## config.mk

```make
export PLATFORM = sky130hd
export DESIGN_NAME = viterbi_tbu
export DESIGN_NICKNAME = d
export VERILOG_FILES = /design/src/rtl/viterbi_tbu.sv
export SDC_FILE = /design/constraint.sdc
export NUM_CORES = 1
export LEC_CHECK = 0
export ABC_AREA = 1
export CAP_MARGIN = 20
export CORE_AREA = 2 2 86 88
export DETAILED_ROUTE_END_ITERATION = 8
export DIE_AREA = 0 0 88 90
export PLACE_DENSITY_LB_ADDON = 0.1
export SYNTH_ARGS = -nofsm -noshare
export SYNTH_HDL_FRONTEND = slang
export SYNTH_SLANG_ARGS = --single-unit
```

## constraint.sdc

```tcl
create_clock -name clk -period 2.65 [get_ports clk]
set_input_delay 0.53 -clock clk [delete_from_list [all_inputs] [get_ports clk]]
set_output_delay 0.53 -clock clk [all_outputs]
set_load 0.1 [all_outputs]
```

## src/rtl/viterbi_tbu.sv

```systemverilog
// Register-exchange survivor memory and decision output for a 4-state (K=3) Viterbi decoder.
// Emits the bit decided TBL steps ago on the minimum-metric survivor path.
module viterbi_tbu #(
    parameter int TBL  = 15,
    parameter int PM_W = 8
) (
    input  logic            clk,
    input  logic            rst,
    input  logic            valid_i,
    input  logic [3:0]      dec_bits_i,
    input  logic [PM_W-1:0] pm_new_s0_i,
    input  logic [PM_W-1:0] pm_new_s1_i,
    input  logic [PM_W-1:0] pm_new_s2_i,
    input  logic [PM_W-1:0] pm_new_s3_i,
    output logic            decoded_bit_o,
    output logic            valid_o
);

    localparam int CNT_W = $clog2(TBL + 1);
    localparam logic [CNT_W-1:0] CNT_FULL = CNT_W'(TBL);

    logic [TBL:0]     surv_q [4];
    logic [TBL:0]     surv_d [4];
    logic [CNT_W-1:0] cnt_q, cnt_d;
    logic             full_q, full_d;
    logic             bit_q, bit_d;
    logic             vld_q, vld_d;
    logic [1:0]       winner;

    // Strict less-than keeps the lower index on ties.
    function automatic logic [1:0] min_state(input logic [PM_W-1:0] m0, input logic [PM_W-1:0] m1,
                                             input logic [PM_W-1:0] m2, input logic [PM_W-1:0] m3);
        logic [1:0]      idx;
        logic [PM_W-1:0] best;
        idx  = 2'd0;
        best = m0;
        if (m1 < best) begin idx = 2'd1; best = m1; end
        if (m2 < best) begin idx = 2'd2; best = m2; end
        if (m3 < best) begin idx = 2'd3; end
        return idx;
    endfunction

    always_comb begin
        winner = min_state(pm_new_s0_i, pm_new_s1_i, pm_new_s2_i, pm_new_s3_i);
        for (int ns = 0; ns < 4; ns++) begin
            surv_d[ns] = surv_q[ns];
            if (valid_i) begin
                surv_d[ns] = {surv_q[2 * (ns % 2) + int'(dec_bits_i[ns])][TBL-1:0], ns[1]};
            end
        end
        cnt_d  = cnt_q;
        bit_d  = bit_q;
        if (valid_i) begin
            if (cnt_q != CNT_FULL) cnt_d = cnt_q + 1'b1;
            bit_d = surv_d[winner][TBL];
        end
        full_d = full_q | (cnt_d == CNT_FULL);
        vld_d  = valid_i & full_q;
    end

    always_ff @(posedge clk or posedge rst) begin
        if (rst) begin
            for (int s = 0; s < 4; s++) surv_q[s] <= '0;
            cnt_q  <= '0;
            full_q <= 1'b0;
            bit_q  <= 1'b0;
            vld_q  <= 1'b0;
        end else begin
            for (int s = 0; s < 4; s++) surv_q[s] <= surv_d[s];
            cnt_q  <= cnt_d;
            full_q <= full_d;
            bit_q  <= bit_d;
            vld_q  <= vld_d;
        end
    end

    assign decoded_bit_o = bit_q;
    assign valid_o       = vld_q;

endmodule

```

After elaboration in Yosys (flattened, before gate mapping)
Index checks and enable logic that the tools add are counted.

Add/subtract/negate cells: 3. $lt $le $gt $ge: 8. Equal/unequal tests: 2. Mux-type cells: 26. Bitwise operators: 7.

Operators by type and width (number): $bmux W16 S2 (5); $ge A32 B3 Y1 const B (4); $mux W15 (8); $mux W16 (6); $not A1 Y32 (2); $not A3 Y32 (2); $lt A8 B8 Y1 (3); $mux W8 (2); $mux W4 (2); $add A2 B1 Y3 const A (2); $add A4 B1 Y4 const B (1); $eq A4 B4 Y1 const B (1); $mux W2 (2); $ne A4 B4 Y1 const B (1); $ge A3 B3 Y1 const B (1); $not A2 Y3 (1); $and A1 B1 Y1 (1); $mux W1 (1); $or A1 B1 Y1 (1).

Register bits after elaboration: 71. Bits of input ports: 39. Output and inout port bits: 2. Word-level logic and storage cells: 54.

Depth between registers and ports, before layout
Depth in word-level cells: 10. Mapped depth: 30. Gate-level depth less buffers: 29.

Worst setup path after synthesis
OpenSTA, ideal clock, no wires.

Path kind: input-to-reg. Start: input pm_new_s0_i[7]. End: register bit_q (netlist: decoded_bit_o). Arrival: 3653 ps. Data required time: 2530 ps. Path slack: -1123 ps. Cell stages on the path: 22. Buffers on the path: 2. Path through: inv_1 -> ha_1 -> a21oi_1 -> o21a_1 -> nand2_4 -> clkbuf_1 -> o21ai_0 -> ha_1 -> a21oi_1 -> nor2_1 -> a211oi_2 -> nand2_4 -> clkbuf_1 -> nand2_1 -> o21ai_0 -> ha_1 -> a21oi_1 -> nor2_1 -> a211oi_1 -> nand3_1 -> nand3_1 -> nand2_1.

Word-level cells in the longest chain between the ends: 10.

Ends and longest elaborated chain: start, declared (line 11) `input logic [PM_W-1:0] pm_new_s0_i,`; $lt A8 B8 Y1 (line 37) `if (m1 < best) begin idx = 2'd1; best = m1; end`; $mux W8 (line 37); $lt A8 B8 Y1 (line 38) `if (m2 < best) begin idx = 2'd2; best = m2; end`; $mux W8 (line 38); $lt A8 B8 Y1 (line 39) `if (m3 < best) begin idx = 2'd3; end`; $mux W2 * (line 39); $not A2 Y3 (implied by the code) * (line 55) `bit_d = surv_d[winner][TBL];`; $bmux W16 S2 * (line 55); $mux W16 (implied by the code) * (2 in series) (line 55); end signal, assigned (line 72) `bit_q <= bit_d;`; end, declared (line 26) `logic bit_q, bit_d;`.

Every way passes the cells marked *; elsewhere a longest branch is shown, timed or not. The select of a mux whose other input is x is not followed. A chain may end at the register's enable or synchronous reset.

Worst setup path after layout
Start: input pm_new_s0_i[5]. End: register bit_q (netlist: decoded_bit_o).

Same word-level chain as after synthesis.

==> key figures <==
Run status
  • Status: finished with violations
  • Failing checks: setup timing

Logic synthesis
  • Most area-consuming cells after synthesis: dfrtp_1 45%, nand2_1 12%, o21ai_0 9.6%
  • Synth Cell Area: 3911 sq um
  • Synth area leader: dfrtp_1
  • Synth cell types: 26
  • Syn Area/Cell: 7.918 sq um
  • Syn_nets: 555
  • Seq cells post-synth: 71
  • Synth Instances: 494
  • Ys Warns: 0
  • Area share of the largest cell type after synthesis: 45.43%
  • Register area share after synthesis: 45.43%

Final layout
  • Filler cell count: 523
  • Fin nets: 649
  • Layout cells sized above 1: 26.14%
  • Synth-to-layout area growth: 34.96%
  • Ant diodes: 0
  • Final core occ: 75.19%

Routing
  • DRC errors left: 0
  • Via density: 5.374
  • First DRT Iteration DRCs: 216
  • WL/cell: 15.01 um
  • Post-DRT Antenna Nets: 0
  • Vias after detailed routing: 3719
  • DRT Pass-1 Iters: 5
  • Wirelength, routed: 10390 um

Placed design
  • I/O Buffers: 40
  • DP HPWL: 5927 um
  • Dpl ws: -1.417 ns
  • RD Place Congestion: 0.8640

Clock network
  • H-tree Lvls: 3
  • Root buffer cell: clkbuf_8
  • Skew-Pair Late Insertion Delay: 0.35 ns
  • CTS Buf Count: 9
  • CTS tree: built
  • Clock transition at the registers of the reported paths: 0.08 ns
  • CTS Sinks: 71
  • Maximum clock insertion buffer count: 2

GRT
  • Initial antenna violation count: 0
  • Met2 usage: 39.71%
  • Tot GR Track Use: 25.12%
  • Grt ovf: 0
  • GRT met3 Usage: 5.601%
  • Largest net degree at the start of global routing: 72
  • Layer with the highest usage: met2
  • Global-route wire length before repair: 15820 um
  • Global routing usage on met1: 33.35%
  • Vias in the first global route: 3526

STA
  • Relative slew slack: 70.02%
  • Worst-margin pin slew: 0.4496 ns
  • Highest Clock Rate: 292.3 MHz
  • Final setup violation count: 1
  • Skew final: 0.007376 ns
  • Final Hold Fails: 0
  • Clock period minus worst slack: 3.421 ns
  • Unrepaired setup endpoints after global routing: true
  • Worst Slack Setup Final: -0.7713 ns
  • Fin crit share: 129.1%
  • Max-slew violation count: 0

Floorplanning
  • I/O Pins: 41
  • Die ar.: 7920 sq um
  • Std cell rows: 31
  • Starting Density: 55.71%
  • Area of the core: 7020 sq um
  • Chip Height: 90 um
  • Die Width: 88 um

Critical path
  • Worst R2R Setup Slack: 1.17 ns
  • Critical Path Fanout Max: 6
  • Worst Path Required: 2.94 ns
  • Crit path launch type: input port
  • Reg2reg end: decoded_bit_o
  • Endpoint class of the critical path: register
  • Worst Setup Path Type: in2reg
  • CP arrival: 3.71 ns
  • FF-to-FF path depth: 9

Power and ir drop
  • Pwr dens: 640.9 nW/um^2
  • Leakage: 2.569 nW
  • VDD IR max: 544.6 uV

Worst hold path
  • Hold Crit Endpoint: full_q
  • Hold Path Class: reg2reg
  • Hold depth: 1
  • Min-delay src: full_q

Run
  • Max cap viols: 0
==> layout by cell type, fill, tap and decap left out, types with 2 or more instances in the layout <==
cell             count
a211oi_2             2
a21oi_1             36
a21oi_2              4
buf_2                9
buf_4               69
buf_6                6
bufinv_16            3
clkbuf_8            10
clkdlybuf4s50_1     21
dfrtp_1             71
ha_1                15
ha_4                 7
inv_1               48
inv_2                8
nand2_1            114
nand2_2             11
nand2_4              5
nand3_1              5
nand3_2              2
nor2_1              22
nor3_1               2
o211ai_1            29
o21ai_0             65
o21ai_1              2
o21ai_2              8
xor2_1               2
==> worst max-delay path by stage <==
stage	slack, ns	endpoint	depth (start not counted)	startpoint
CTS	-0.41	decoded_bit_o	26	pm_new_s0_i[7]
floorplan	-0.90	decoded_bit_o	22	pm_new_s1_i[5]
global route	-0.89	decoded_bit_o	27	pm_new_s0_i[1]
global placement	-1.31	decoded_bit_o	23	pm_new_s0_i[5]
detailed placement	-1.42	decoded_bit_o	22	pm_new_s0_i[5]
finish	-0.77	decoded_bit_o	24	pm_new_s0_i[5]
==> through the flow <==
stage	power, mW	TNS, ns	instances	instance area [sq um]	hold slack (ns)
floorplan	1.909	-0.8978	494	4020	0.4369
detailed placement	2.187	-1.417	646	4722	0.4634
CTS	3.327	-0.4087	691	5220	0.4817
finish	3.383	-0.7713	692	5279	0.4737
global placement	2.150	-1.311	646	4722	0.4562
global route	3.574	-0.8892	692	5279	0.4990
==> cell type report <==
class	instances	area [sq um]	share of cell area, %
clock buffer	11	141.4	2.678
inverter	59	231.5	4.385
clock inverter	5	103.9	1.967
sequential	71	1777	33.66
timing repair buffer	108	879.6	16.66
multi-input combinational	339	2022	38.30
tap	99	123.9	2.347
==> critical path: stages <==
cell	delay (ns)
buf_4	0.13
inv_8	0.05
ha_4	0.20
a21oi_2	0.14
o21a_4	0.21
nand2_4	0.10
nand2_1	0.08
o21ai_0	0.13
ha_1	0.23
a21oi_2	0.16
nor2_1	0.07
a211oi_2	0.14
buf_4	0.18
nand2_4	0.08
nand2_1	0.06
o21ai_1	0.06
ha_1	0.32
a21oi_1	0.21
nor2_1	0.09
a211oi_2	0.21
nand2_1	0.10
nand2_1	0.07
nand3_1	0.07
nand2_1	0.07
==> layer usage <==
metal / part of all wire, % / up-vias
li1: - / 1819
met1: 42 / 1745
met2: 49 / 125
met3: 5.9 / 30
met4: 2.8 / 0
met5: 0 / -
==> timing repair <==
| action | 4_1_cts | 5_1_grt |
|---|---|---|
| pin swaps | 42 | 11 |
| resized for setup | 87 | 12 |
| endpoints found under the setup margin | 1 | 1 |
| hold buffers | 0 | 0 |
| cloned | 2 | 0 |
| endpoints found under the hold margin | 0 | 0 |
| setup buffers | 27 | 1 |
==> report_power, final <==
group / switching (mW) / internal (mW) / leakage, nW
Clock: 0.401 / 0.653 / 0.124
Combinational: 0.564 / 0.424 / 1.61
Sequential: 0.0940 / 1.25 / 0.836
==> Yosys cell counts <==
master    instances
mux2_2            1
a211oi_2          1
nand2_1         123
nor3_1            2
or2_2             1
nand3_1           5
nor2_1           24
ha_1             22
buf_4             1
inv_1            55
nand3_2           2
nand2_2           3
o211ai_1         29
a21oi_1          40
a211oi_1          1
a41o_1            1
nand2_4           3
clkinv_1          1
dfrtp_1          71
clkbuf_1         23
o21ai_0          75
o21a_1            1
buf_1             3
inv_2             3
o31ai_1           1
xor2_1            2
==> logic make-up (layout without fill, tap and decap cells) <==
logic type	after synthesis	after routing	share of synthesized area [%]
and+or+nand+nor	163	165	17.02
AOI/OAI and AO/OA	149	149	21.43
buffers and inverters	86	183	8.349
DFF	71	71	45.43
adders and majority gates	22	22	7.038
xor gates and xnor gates	2	2	0.4479
muxes	1	1	0.2879
No activity file was read; power rests on OpenSTA's default activity.
